**config.mk**
```make
export PLATFORM = sky130hd
export DESIGN_NAME = ocx_tlx_parser_err_log_flat
export DESIGN_NICKNAME = d
export VERILOG_FILES = /design/src/rtl/ocx_tlx_parser_err_log_if.sv /design/src/rtl/ocx_tlx_parser_err_log.sv /design/src/flat_wrapper.sv
export SDC_FILE = /design/constraint.sdc
export NUM_CORES = 1
export LEC_CHECK = 0
export BUFFER_PORTS_ARGS = -buffer_cell sky130_fd_sc_hd__buf_2
export CAP_MARGIN = 10
export CORE_ASPECT_RATIO = 0.7
export CORE_MARGIN = 5
export CORE_UTILIZATION = 54
export DETAILED_ROUTE_END_ITERATION = 16
export PLACE_DENSITY_LB_ADDON = 0.08
export SLEW_MARGIN = 20
export SYNTH_ARGS = -nofsm -noshare
export SYNTH_HDL_FRONTEND = slang
export SYNTH_SLANG_ARGS = --single-unit
```
**constraint.sdc**
```tcl
create_clock -name tlx_clk -period 4.5 [get_ports tlx_clk]
set_input_delay 0.225 -clock tlx_clk [delete_from_list [all_inputs] [get_ports tlx_clk]]
set_output_delay 0.225 -clock tlx_clk [all_outputs]
set_load 0.01 [all_outputs]
```
**src/rtl/ocx_tlx_parser_err_log_if.sv**
```systemverilog
// Error-capture bus between the TLX parser error detectors/firmware and the error logger.
// OCX_TLX_ERR_LOG_TIMESTAMP_EN adds the log and first-error timestamp signals.
interface ocx_tlx_parser_err_log_if #(
    parameter int unsigned NUM_ERR = 8,
    parameter int unsigned INFO_W  = 28,
    parameter int unsigned CNT_W   = 8
);
    logic [NUM_ERR-1:0]        err_vec;
    logic [NUM_ERR*INFO_W-1:0] err_info;
    logic [NUM_ERR-1:0]        err_enable;
    logic [NUM_ERR-1:0]        err_fatal_mask;
    logic                      err_clear;
    logic                      log_rd;
    logic                      log_valid;
    logic [31:0]               log_data;
    logic                      log_overflow;
    logic [CNT_W-1:0]          drop_count;
    logic                      first_err_valid;
    logic [31:0]               first_err_data;
    logic [31:0]               rcv_xmt_debug_info;
    logic                      rcv_xmt_debug_valid;
    logic                      rcv_xmt_debug_fatal;
`ifdef OCX_TLX_ERR_LOG_TIMESTAMP_EN
    logic [15:0]               log_timestamp;
    logic [15:0]               first_err_timestamp;
`endif

    modport master (
        output err_vec, err_info, err_enable, err_fatal_mask, err_clear, log_rd,
        input  log_valid, log_data, log_overflow, drop_count, first_err_valid,
               first_err_data, rcv_xmt_debug_info, rcv_xmt_debug_valid, rcv_xmt_debug_fatal
`ifdef OCX_TLX_ERR_LOG_TIMESTAMP_EN
        , input log_timestamp, first_err_timestamp
`endif
    );

    modport slave (
        input  err_vec, err_info, err_enable, err_fatal_mask, err_clear, log_rd,
        output log_valid, log_data, log_overflow, drop_count, first_err_valid,
               first_err_data, rcv_xmt_debug_info, rcv_xmt_debug_valid, rcv_xmt_debug_fatal
`ifdef OCX_TLX_ERR_LOG_TIMESTAMP_EN
        , output log_timestamp, first_err_timestamp
`endif
    );
endinterface

```
**src/rtl/ocx_tlx_parser_err_log.sv**
```systemverilog
// TLX receive-parser error logger: priority select, debug triple, first-error capture and FWFT log FIFO.
// Optional macro OCX_TLX_ERR_LOG_TIMESTAMP_EN timestamps every log entry and the first error.
module ocx_tlx_parser_err_log #(
    parameter int unsigned NUM_ERR    = 8,
    parameter int unsigned INFO_W     = 28,
    parameter int unsigned FIFO_DEPTH = 4,
    parameter int unsigned CNT_W      = 8
) (
    input  logic                          tlx_clk,
    input  logic                          reset,
    ocx_tlx_parser_err_log_if.slave       bus
);
    localparam int unsigned AW = $clog2(FIFO_DEPTH);
    localparam int unsigned PW = AW + 1;

    logic [NUM_ERR-1:0]        s1_vec_q, s1_fatal_q;
    logic [NUM_ERR*INFO_W-1:0] s1_info_q;
    logic [PW-1:0]             rd_q, rd_d, wr_q, wr_d;
    logic [31:0]               mem_q [FIFO_DEPTH];
    logic                      log_valid_q, log_valid_d;
    logic [31:0]               log_data_q, log_data_d;
    logic                      ovf_q, ovf_d;
    logic [CNT_W-1:0]          cnt_q, cnt_d;
    logic                      fv_q, fv_d;
    logic [31:0]               fd_q, fd_d;
    logic                      dv_q, dv_d;
    logic [31:0]               di_q, di_d;
    logic                      fatal_q, fatal_d;
    logic                      sel_valid, sel_fatal;
    logic [31:0]               sel_data;
    logic                      empty, full, pop, push, drop, fwd;
`ifdef OCX_TLX_ERR_LOG_TIMESTAMP_EN
    logic [15:0]               ts_q, ts_d, log_ts_q, log_ts_d, first_ts_q, first_ts_d;
    logic [15:0]               ts_mem_q [FIFO_DEPTH];
`endif

    // Lowest asserted index wins; code is index+1, info zero-extended to 28 bits.
    always_comb begin
        sel_valid = 1'b0;
        sel_fatal = 1'b0;
        sel_data  = '0;
        for (int unsigned i = 0; i < NUM_ERR; i++) begin
            if (s1_vec_q[i] && !sel_valid) begin
                sel_valid = 1'b1;
                sel_fatal = s1_fatal_q[i];
                sel_data  = {28'(s1_info_q[i*INFO_W +: INFO_W]), 4'(i + 1)};
            end
        end
    end

    always_comb begin
        empty = (wr_q == rd_q);
        full  = (wr_q[AW] != rd_q[AW]) && (wr_q[AW-1:0] == rd_q[AW-1:0]);
        pop   = bus.log_rd && !empty;
        push  = sel_valid && (!full || pop);
        drop  = sel_valid && full && !pop;
        rd_d  = rd_q + PW'(pop);
        wr_d  = wr_q + PW'(push);
        // Entry written this edge becomes the head when it is the only one left.
        fwd         = push && (rd_d[AW-1:0] == wr_q[AW-1:0]);
        log_valid_d = (wr_d != rd_d);
        log_data_d  = '0;
        if (log_valid_d) log_data_d = fwd ? sel_data : mem_q[rd_d[AW-1:0]];

        ovf_d = bus.err_clear ? 1'b0 : ovf_q;
        cnt_d = bus.err_clear ? '0 : cnt_q;
        if (drop) begin
            ovf_d = 1'b1;
            if (cnt_d != {CNT_W{1'b1}}) cnt_d = cnt_d + CNT_W'(1);
        end

        fv_d = fv_q;
        fd_d = fd_q;
        if (sel_valid && (!fv_q || bus.err_clear)) begin
            fv_d = 1'b1;
            fd_d = sel_data;
        end else if (bus.err_clear) begin
            fv_d = 1'b0;
            fd_d = '0;
        end

        dv_d    = sel_valid;
        di_d    = sel_valid ? sel_data : di_q;
        fatal_d = fatal_q | (sel_valid & sel_fatal);
`ifdef OCX_TLX_ERR_LOG_TIMESTAMP_EN
        ts_d       = ts_q + 16'd1;
        log_ts_d   = '0;
        if (log_valid_d) log_ts_d = fwd ? ts_q : ts_mem_q[rd_d[AW-1:0]];
        first_ts_d = first_ts_q;
        if (sel_valid && (!fv_q || bus.err_clear)) first_ts_d = ts_q;
        else if (bus.err_clear)                    first_ts_d = '0;
`endif
    end

    always_ff @(posedge tlx_clk) begin
        if (reset) begin
            s1_vec_q    <= '0;
            s1_fatal_q  <= '0;
            s1_info_q   <= '0;
            rd_q        <= '0;
            wr_q        <= '0;
            log_valid_q <= 1'b0;
            log_data_q  <= '0;
            ovf_q       <= 1'b0;
            cnt_q       <= '0;
            fv_q        <= 1'b0;
            fd_q        <= '0;
            dv_q        <= 1'b0;
            di_q        <= '0;
            fatal_q     <= 1'b0;
`ifdef OCX_TLX_ERR_LOG_TIMESTAMP_EN
            ts_q        <= '0;
            log_ts_q    <= '0;
            first_ts_q  <= '0;
`endif
        end else begin
            s1_vec_q    <= bus.err_vec & bus.err_enable;
            s1_fatal_q  <= bus.err_fatal_mask;
            s1_info_q   <= bus.err_info;
            rd_q        <= rd_d;
            wr_q        <= wr_d;
            log_valid_q <= log_valid_d;
            log_data_q  <= log_data_d;
            ovf_q       <= ovf_d;
            cnt_q       <= cnt_d;
            fv_q        <= fv_d;
            fd_q        <= fd_d;
            dv_q        <= dv_d;
            di_q        <= di_d;
            fatal_q     <= fatal_d;
`ifdef OCX_TLX_ERR_LOG_TIMESTAMP_EN
            ts_q        <= ts_d;
            log_ts_q    <= log_ts_d;
            first_ts_q  <= first_ts_d;
`endif
        end
    end

    // Storage array needs no reset: pointers define which entries are live.
    always_ff @(posedge tlx_clk) begin
        if (push && !reset) begin
            mem_q[wr_q[AW-1:0]] <= sel_data;
`ifdef OCX_TLX_ERR_LOG_TIMESTAMP_EN
            ts_mem_q[wr_q[AW-1:0]] <= ts_q;
`endif
        end
    end

    assign bus.log_valid           = log_valid_q;
    assign bus.log_data            = log_data_q;
    assign bus.log_overflow        = ovf_q;
    assign bus.drop_count          = cnt_q;
    assign bus.first_err_valid     = fv_q;
    assign bus.first_err_data      = fd_q;
    assign bus.rcv_xmt_debug_info  = di_q;
    assign bus.rcv_xmt_debug_valid = dv_q;
    assign bus.rcv_xmt_debug_fatal = fatal_q;
`ifdef OCX_TLX_ERR_LOG_TIMESTAMP_EN
    assign bus.log_timestamp       = log_ts_q;
    assign bus.first_err_timestamp = first_ts_q;
`endif
endmodule

```
**src/flat_wrapper.sv**
```systemverilog
// flat-port wrapper written by rule: the top's interface ports become plain ports
module ocx_tlx_parser_err_log_flat 
#(
    parameter int unsigned NUM_ERR    = 8,
    parameter int unsigned INFO_W     = 28,
    parameter int unsigned FIFO_DEPTH = 4,
    parameter int unsigned CNT_W      = 8
)
  (tlx_clk, reset, bus_err_vec, bus_err_info, bus_err_enable, bus_err_fatal_mask, bus_err_clear, bus_log_rd, bus_log_valid, bus_log_data, bus_log_overflow, bus_drop_count, bus_first_err_valid, bus_first_err_data, bus_rcv_xmt_debug_info, bus_rcv_xmt_debug_valid, bus_rcv_xmt_debug_fatal);
  ocx_tlx_parser_err_log_if #(.NUM_ERR(NUM_ERR), .INFO_W(INFO_W), .CNT_W(CNT_W)) bus_i ();
  input  logic tlx_clk;
  input  logic reset;
  input wire logic [$bits(bus_i.err_vec)-1:0] bus_err_vec;
  input wire logic [$bits(bus_i.err_info)-1:0] bus_err_info;
  input wire logic [$bits(bus_i.err_enable)-1:0] bus_err_enable;
  input wire logic [$bits(bus_i.err_fatal_mask)-1:0] bus_err_fatal_mask;
  input wire logic [$bits(bus_i.err_clear)-1:0] bus_err_clear;
  input wire logic [$bits(bus_i.log_rd)-1:0] bus_log_rd;
  output wire logic [$bits(bus_i.log_valid)-1:0] bus_log_valid;
  output wire logic [$bits(bus_i.log_data)-1:0] bus_log_data;
  output wire logic [$bits(bus_i.log_overflow)-1:0] bus_log_overflow;
  output wire logic [$bits(bus_i.drop_count)-1:0] bus_drop_count;
  output wire logic [$bits(bus_i.first_err_valid)-1:0] bus_first_err_valid;
  output wire logic [$bits(bus_i.first_err_data)-1:0] bus_first_err_data;
  output wire logic [$bits(bus_i.rcv_xmt_debug_info)-1:0] bus_rcv_xmt_debug_info;
  output wire logic [$bits(bus_i.rcv_xmt_debug_valid)-1:0] bus_rcv_xmt_debug_valid;
  output wire logic [$bits(bus_i.rcv_xmt_debug_fatal)-1:0] bus_rcv_xmt_debug_fatal;
  assign bus_i.err_vec = bus_err_vec;
  assign bus_i.err_info = bus_err_info;
  assign bus_i.err_enable = bus_err_enable;
  assign bus_i.err_fatal_mask = bus_err_fatal_mask;
  assign bus_i.err_clear = bus_err_clear;
  assign bus_i.log_rd = bus_log_rd;
  assign bus_log_valid = bus_i.log_valid;
  assign bus_log_data = bus_i.log_data;
  assign bus_log_overflow = bus_i.log_overflow;
  assign bus_drop_count = bus_i.drop_count;
  assign bus_first_err_valid = bus_i.first_err_valid;
  assign bus_first_err_data = bus_i.first_err_data;
  assign bus_rcv_xmt_debug_info = bus_i.rcv_xmt_debug_info;
  assign bus_rcv_xmt_debug_valid = bus_i.rcv_xmt_debug_valid;
  assign bus_rcv_xmt_debug_fatal = bus_i.rcv_xmt_debug_fatal;
  ocx_tlx_parser_err_log #(.NUM_ERR(NUM_ERR), .INFO_W(INFO_W), .FIFO_DEPTH(FIFO_DEPTH), .CNT_W(CNT_W)) u_core (.tlx_clk(tlx_clk), .reset(reset), .bus(bus_i));
endmodule
```
=== After elaboration in Yosys (flattened, before gate mapping) ===
Memory sizes are Yosys's and may differ from the RTL's. A register that Yosys moved wholly into a read port is not among the register bits.
Cells that the tools add are included.

* Reductions and logical operators: 31
* Eq/ne operators: 5
* Add/sub/neg operators: 3
* Muxes and demuxes: 34
* Bitwise operators: 4

{| class="wikitable"
|+ Operator list
! operator !! count
|-
| $mux W32 || 10
|-
| $mux W8 || 3
|-
| $mux W1 || 21
|-
| $logic_and A1 B1 Y1 || 14
|-
| $logic_not A1 Y1 || 12
|-
| $add A8 B1 Y8 const B || 1
|-
| $and A8 B8 Y8 || 1
|-
| $ne A8 B8 Y1 const B || 1
|-
| $add A3 B1 Y3 || 2
|-
| $reduce_bool A2 Y1 || 2
|-
| $eq A3 B3 Y1 || 1
|-
| $ne A3 B3 Y1 || 1
|-
| $eq A2 B2 Y1 || 1
|-
| $logic_or A1 B1 Y1 || 2
|-
| $reduce_or A2 Y1 || 1
|-
| $and A1 B1 Y1 || 1
|-
| $ne A1 B1 Y1 || 1
|-
| $not A1 Y1 || 1
|-
| $or A1 B1 Y1 || 1
|}

* Input bits: 252
* Memories kept: 1
* Word-level logic and storage cells: 91
* Flip-flop bits (word level): 323
* RAM bits: 128
* Output and inout port bits: 109

{| class="wikitable"
|+ Memory list
! name !! words !! bits a word !! read ports !! clocked after memory_dff !! wr ports !! RTL line !! source
|-
| u_core.mem_q || 4 || 32 || 1 || 1 || 1 || ocx_tlx_parser_err_log.sv:19 || <nowiki>logic [31:0] mem_q [FIFO_DEPTH];</nowiki>
|}

=== Longest topological paths before layout ===
* Depth in word-level cells: 27
* Mapped depth: 18
* Mapped depth without buffers: 11

=== Worst setup path after synthesis ===
Ideal clock, no wire load.

* Path type: flip-flop to flip-flop
* Start: reg u_core.wr_q[0]
* End: mem u_core.mem_q[2][0] (enable)
* Path buffers: 1
* Path slack: 0.627 ns
* Period minus slack after synthesis: 3.873 ns
* Stages on the path, launching flop included: 6
* Arrival time: 3.405 ns
* Setup time: 0.468 ns
* Required time: 4.032 ns
* Cell sequence: dfxtp_1 -> xor2_1 -> or4_4 -> buf_6 -> nand2_1 -> nor3b_1

* Word-level cells in the longest chain between the ends: 8
* Elaborated cells on any way between the ends: 11

{| class="wikitable"
|+ RTL lines
! item !! RTL line !! source
|-
| start: declaration || ocx_tlx_parser_err_log.sv:18 || <nowiki>logic [PW-1:0] rd_q, rd_d, wr_q, wr_d;</nowiki>
|-
| start signal: assignment || ocx_tlx_parser_err_log.sv:121 || <nowiki>wr_q <= wr_d;</nowiki>
|-
| $eq A3 B3 Y1 or $eq A2 B2 Y1 (tied branches) || ocx_tlx_parser_err_log.sv:52, ocx_tlx_parser_err_log.sv:53 ||
|-
| $logic_not A1 Y1 or $logic_and A1 B1 Y1 (tied branches) || ocx_tlx_parser_err_log.sv:54, ocx_tlx_parser_err_log.sv:53 ||
|-
| $logic_and A1 B1 Y1 or $logic_not A1 Y1 (tied branches) || ocx_tlx_parser_err_log.sv:54, ocx_tlx_parser_err_log.sv:55 ||
|-
| $logic_or A1 B1 Y1 || ocx_tlx_parser_err_log.sv:55 || <nowiki>push = sel_valid && (!full || pop);</nowiki>
|-
| $logic_and A1 B1 Y1 || ocx_tlx_parser_err_log.sv:55 ||
|-
| $logic_and A1 B1 Y1 || ocx_tlx_parser_err_log.sv:141 || <nowiki>if (push && !reset) begin</nowiki>
|-
| $mux W1 || ocx_tlx_parser_err_log.sv:141 ||
|-
| $mux W1 (implied by the code) || ocx_tlx_parser_err_log.sv:142 || <nowiki>mem_q[wr_q[AW-1:0]] <= sel_data;</nowiki>
|-
| end: declaration || ocx_tlx_parser_err_log.sv:19 ||
|}

Parallel ways exist; a longest one is shown, timed or not.

=== Final worst setup path ===
* Start: reg u_core.s1_vec_q[4]
* End: reg u_core.log_data_q[7] (netlist: u_core.bus.log_data[7]) (read register of u_core.mem_q)

* Word-level cells in the longest chain between the ends: 16

{| class="wikitable"
|+ RTL lines
! item !! RTL line !! source
|-
| start: declaration || ocx_tlx_parser_err_log.sv:16 || <nowiki>logic [NUM_ERR-1:0] s1_vec_q, s1_fatal_q;</nowiki>
|-
| start signal: assignment || ocx_tlx_parser_err_log.sv:117 || <nowiki>s1_vec_q <= bus.err_vec & bus.err_enable;</nowiki>
|-
| $logic_and A1 B1 Y1 * || ocx_tlx_parser_err_log.sv:43 || <nowiki>if (s1_vec_q[i] && !sel_valid) begin</nowiki>
|-
| $mux W1 * || ocx_tlx_parser_err_log.sv:43 ||
|-
| $logic_not A1 Y1 || ocx_tlx_parser_err_log.sv:43 ||
|-
| $logic_and A1 B1 Y1 || ocx_tlx_parser_err_log.sv:43 ||
|-
| $mux W1 * || ocx_tlx_parser_err_log.sv:43 ||
|-
| $logic_not A1 Y1 || ocx_tlx_parser_err_log.sv:43 ||
|-
| $logic_and A1 B1 Y1 || ocx_tlx_parser_err_log.sv:43 ||
|-
| $mux W1 * || ocx_tlx_parser_err_log.sv:43 ||
|-
| $logic_not A1 Y1 || ocx_tlx_parser_err_log.sv:43 ||
|-
| $logic_and A1 B1 Y1 || ocx_tlx_parser_err_log.sv:43 ||
|-
| $mux W1 * || ocx_tlx_parser_err_log.sv:43 ||
|-
| $logic_and A1 B1 Y1 * || ocx_tlx_parser_err_log.sv:55 ||
|-
| $add A3 B1 Y3 * || ocx_tlx_parser_err_log.sv:58 || <nowiki>wr_d = wr_q + PW'(push);</nowiki>
|-
| $ne A3 B3 Y1 * || ocx_tlx_parser_err_log.sv:61 || <nowiki>log_valid_d = (wr_d != rd_d);</nowiki>
|-
| $not A1 Y1 (no source line) * || -- ||
|-
| $reduce_or A2 Y1 (no source line) * || -- ||
|-
| end: declaration || ocx_tlx_parser_err_log.sv:21 || <nowiki>logic [31:0] log_data_q, log_data_d;</nowiki>
|}

Mark *: on every way between the ends. The rest lies on a longest branch, timed or not.
A chain may end at the register's enable or synchronous reset.

==> out/qor.yml <==
floorplanning:
  core.rowCount: 55
  coreArea_sq_um: 32100
  num_io_pins: 361
  die_h_microns: 161
  die_w_microns: 225
  die-area_sq_um: 36100
  start_util_pct: 54.4
worst_setup_path:
  worst-path-buf-inv: 2
  cp.required_ps: 4940
  path_class: "reg -> reg"
  r2r_slack_ps: 1290
  crit_path_max_incr_delay_ps: 470
  r2r-end: "u_core.bus.log_data[7]$_SDFF_PP0_"
  crit_path_start_kind: "register"
  cp_max_fo: 26
  crit_chain: "nor4_4 -> buf_4 -> and2_0 -> nor2_1 -> ha_1 -> ha_1 -> xnor2_1 -> xnor2_1 -> a31o_2 -> inv_1 -> and2_4 -> a22o_1"
  cpMaxStageDelayCell: "dfxtp_1"
  end_kind: "register"
  rr_worst_depth: 12
  r2r-start: "u_core.s1_vec_q[4]$_SDFF_PP0_"
  critical_path_arrival_ps: 3650
  critical-path-top-delay-family: "simple AND/OR/NAND/NOR gates"
  cp_num_cells: 12
power:
  vdd_drop_max_uv: 357
  powerDensity_nw_per_um2: 459
  leakagePower_nw: 9.59
  power_w: 0.0108
sta:
  tightest_slew_ps: 1040
  slew_violations: 0
  hold_viol: 0
  setup_ws_ps: 1290
  rsz0062_at_grt: "false"
  max_freq_mhz: 312
  slew_headroom_pct: 30.2
  final.setup_skew_ps: 29.9
  final-setup-viol-count: 0
  fin_crit_ps: 3210
  period_share_pct: 71.3
  finalSetupTns_ps: 0
worst_hold_path:
  holdPathStages: 2
  hold_class: "in -> reg"
  hold_path.startpoint: "bus_err_clear"
  hold_end: "u_core.bus.drop_count[4]$_SDFF_PP0_"
global_route:
  grt_first_pass_wirelength_microns: 82900
  grt_max_degree: 131
  track_usage_pct: 29.6
  grt_pass1_vias: 14400
  antenna_found_initial: 4
  overflow: 0
drt:
  finalWirelength_microns: 54300
  vias: 13700
  vias_per_cell: 5.49
  drt_iter0_drc: 1074
  drc: 0
  ant_nets: 0
  drtPass1Iterations: 5
  avgRoutedWirePerCell_microns: 21.8
logic_synthesis:
  synth-async-reset-ratio_pct: 0
  synth_area_sq_um: 17500
  synth_area_per_cell_sq_um: 12.0
  synth-main-ff-cell: "dfxtp_1"
  ys_seq_area_share_pct: 62.6
  yosys_warnings: 0
  ys_types: 57
  synth_seq_cells: 483
  syn-instance-count: 1461
  synthesis.nets: 1718
  synth_edf_count: 128
clock_network:
  post-cts-setup-buffers: 0
  htreeDepth: 2
  cts_tree: "yes"
  path_clk_slew_ps: 60
  clock_latency_ps: 560
  clockBufferDepth: 3
  cts_sinks: 483
  root_buffer: "clkbuf_16"
  cts_made_buffers: 44
finish:
  final_util_pct: 73.1
  fillers: 2144
  area_growth_pct: 34.3
  nets: 2285
  fin_area_sq_um: 23500
  drive_gt1_share_pct: 25.5
  regArea_sq_um: 11000
  multi_input_area_sq_um: 5930
place:
  gp_congestion: 0.835
  pre_cts_ws_ps: 1320
  portBuffers: 360
  hpwl_microns: 33200
  postPlaceCellArea_sq_um: 19600
run:
  cap_violations: 0
outcome:
  status: "finished clean"
[metrics by stage]
stage	hold WS (ps)	cells
floorplan	339	1461
global placement	435	2161
detailed placement	438	2161
CTS	23.7	2491
global route	58.9	2495
finish	54.2	2495
[worst max-delay path by stage]
stage | from | to | slack [ps]
6_report | u_core.s1_vec_q[4]$_SDFF_PP0_ | u_core.bus.log_data[7]$_SDFF_PP0_ | 1290
5_1_grt | u_core.s1_vec_q[4]$_SDFF_PP0_ | u_core.bus.log_data[7]$_SDFF_PP0_ | 1050
4_1_cts | u_core.s1_vec_q[4]$_SDFF_PP0_ | u_core.bus.log_data[7]$_SDFF_PP0_ | 1320
3_5_place_dp | u_core.s1_vec_q[4]$_SDFF_PP0_ | u_core.bus.log_data[29]$_SDFF_PP0_ | 1320
3_3_place_gp | u_core.s1_vec_q[4]$_SDFF_PP0_ | u_core.bus.log_data[8]$_SDFF_PP0_ | 1390
2_1_floorplan | u_core.wr_q[0]$_SDFF_PP0_ | u_core.mem_q[2][0]$_DFFE_PP_ | 630
[per-layer routing]
metal | up-vias | global-route usage, % | part of all wire [%]
met4 | 0 | 12.9 | 4.8
met1 | 6585 | 39.2 | 41
met5 | - | 0 | 0
met3 | 167 | 4.86 | 6.5
met2 | 642 | 48.4 | 47
li1 | 6292 | - | -
[sequential cells by signal, summed over array words and instances (netlist names), 3 cells and up]
register / count
u_core.s1_info_q: 224
u_core.mem_q: 128
u_core.bus.first_err_data: 32
u_core.bus.log_data: 32
u_core.bus.rcv_xmt_debug_info: 32
u_core.bus.drop_count: 8
u_core.s1_fatal_q: 8
u_core.s1_vec_q: 8
u_core.rd_q: 3
u_core.wr_q: 3
[worst register-to-register path, cell delays in order, from the launching register on]
cell and delay, ps:
dfxtp_1 470, nor4_4 340, buf_4 270, and2_0 180
nor2_1 60, ha_1 200, ha_1 220, xnor2_1 200
xnor2_1 130, a31o_2 360, inv_1 110, and2_4 260
a22o_1 300
[what timing repair did]
action	in CTS	in global routing
hold buffers	248	0
endpoints found under the hold margin	240	0
endpoints found under the setup margin	0	0
gates resized for setup	0	0
[area by class of cell]
type | count | share of cell area, %
sequential | 483 | 46.6
multi-input combinational | 823 | 25.2
timing repair buffer | 630 | 19.1
clock buffer | 64 | 5.40
tap | 427 | 2.27
inverter | 46 | 0.735
clock inverter | 18 | 0.538
antenna | 4 | 0.0426
[logic make-up after synthesis]
| group | after synthesis | synth area share, % |
|---|---|---|
| xor+xnor | 16 | 0.801 |
| simple gates | 448 | 14.7 |
| compound gates | 316 | 13.4 |
| mux | 38 | 4.47 |
| fa+ha+maj | 5 | 0.358 |
| buf+inv | 155 | 3.71 |
| flops | 483 | 62.6 |
[cells in the mapped netlist, drive strengths merged, types with 2 or more instances]
master   count  area [sq um]
dfxtp      355          7110
nor2b      249          1560
edfxtp     128          3840
nand2       82           308
clkbuf      80           300
a21oi       69           345
inv         46           173
a22o        41           359
nor2        41           170
a22oi       36           270
mux4        32           721
o22ai       31           250
buf         29           176
o21ai       27           135
nand2b      23           144
a221o       17           170
a221oi      17           149
and3        16           100
o21ba       15           150
xnor2       14           123
o221ai      13           114
a21boi      12          90.1
o21bai      12          90.1
a2bb2oi     11          96.3
nand3        8          40.0
nor3         7          46.3
nor4         7          73.8
ha           5          62.6
mux2i        5          50.1
and2         4          27.5
a211oi       3          22.5
a31oi        3          18.8
a311oi       2          17.5
a32oi        2          17.5
and4         2          20.0
nand3b       2          15.0
nor3b        2          15.0
o311ai       2          17.5
or2          2          12.5
xor2         2          17.5
[cell usage in the layout (no fill, tap or decap), types with 8 or more instances in the layout]
| master | Yosys | layout |
|---|---|---|
| clkbuf_1 | 80 | 13 |
| a221o_1 | 17 | 17 |
| a2bb2oi_1 | 11 | 11 |
| and3_1 | 16 | 16 |
| a221oi_1 | 17 | 17 |
| buf_4 | 2 | 19 |
| o21ai_0 | 27 | 27 |
| edfxtp_1 | 128 | 128 |
| nand3_1 | 8 | 8 |
| buf_2 | 12 | 359 |
| nor2_1 | 40 | 40 |
| clkbuf_16 | 0 | 46 |
| inv_1 | 46 | 46 |
| clkinv_2 | 0 | 13 |
| a22o_1 | 41 | 41 |
| o21ba_2 | 15 | 15 |
| o21bai_1 | 12 | 12 |
| a21oi_1 | 69 | 69 |
| a21boi_0 | 12 | 12 |
| dlygate4sd3_1 | 0 | 248 |
| o22ai_2 | 9 | 9 |
| mux4_2 | 32 | 32 |
| dfxtp_1 | 355 | 352 |
| a22oi_1 | 36 | 36 |
| nor2b_1 | 249 | 246 |
| xnor2_1 | 14 | 14 |
| nand2b_1 | 23 | 23 |
| o221ai_1 | 13 | 13 |
| nand2_1 | 82 | 82 |
| o22ai_1 | 22 | 22 |
[power breakdown]
| part | internal, W | leakage, nW | switching, W |
|---|---|---|---|
| clock | 0.00203 | 0.693 | 0.00161 |
| combinational | 0.00105 | 4.76 | 0.00110 |
| sequential | 0.00485 | 4.14 | 0.000155 |
No activity file was read; power rests on OpenSTA's default activity.
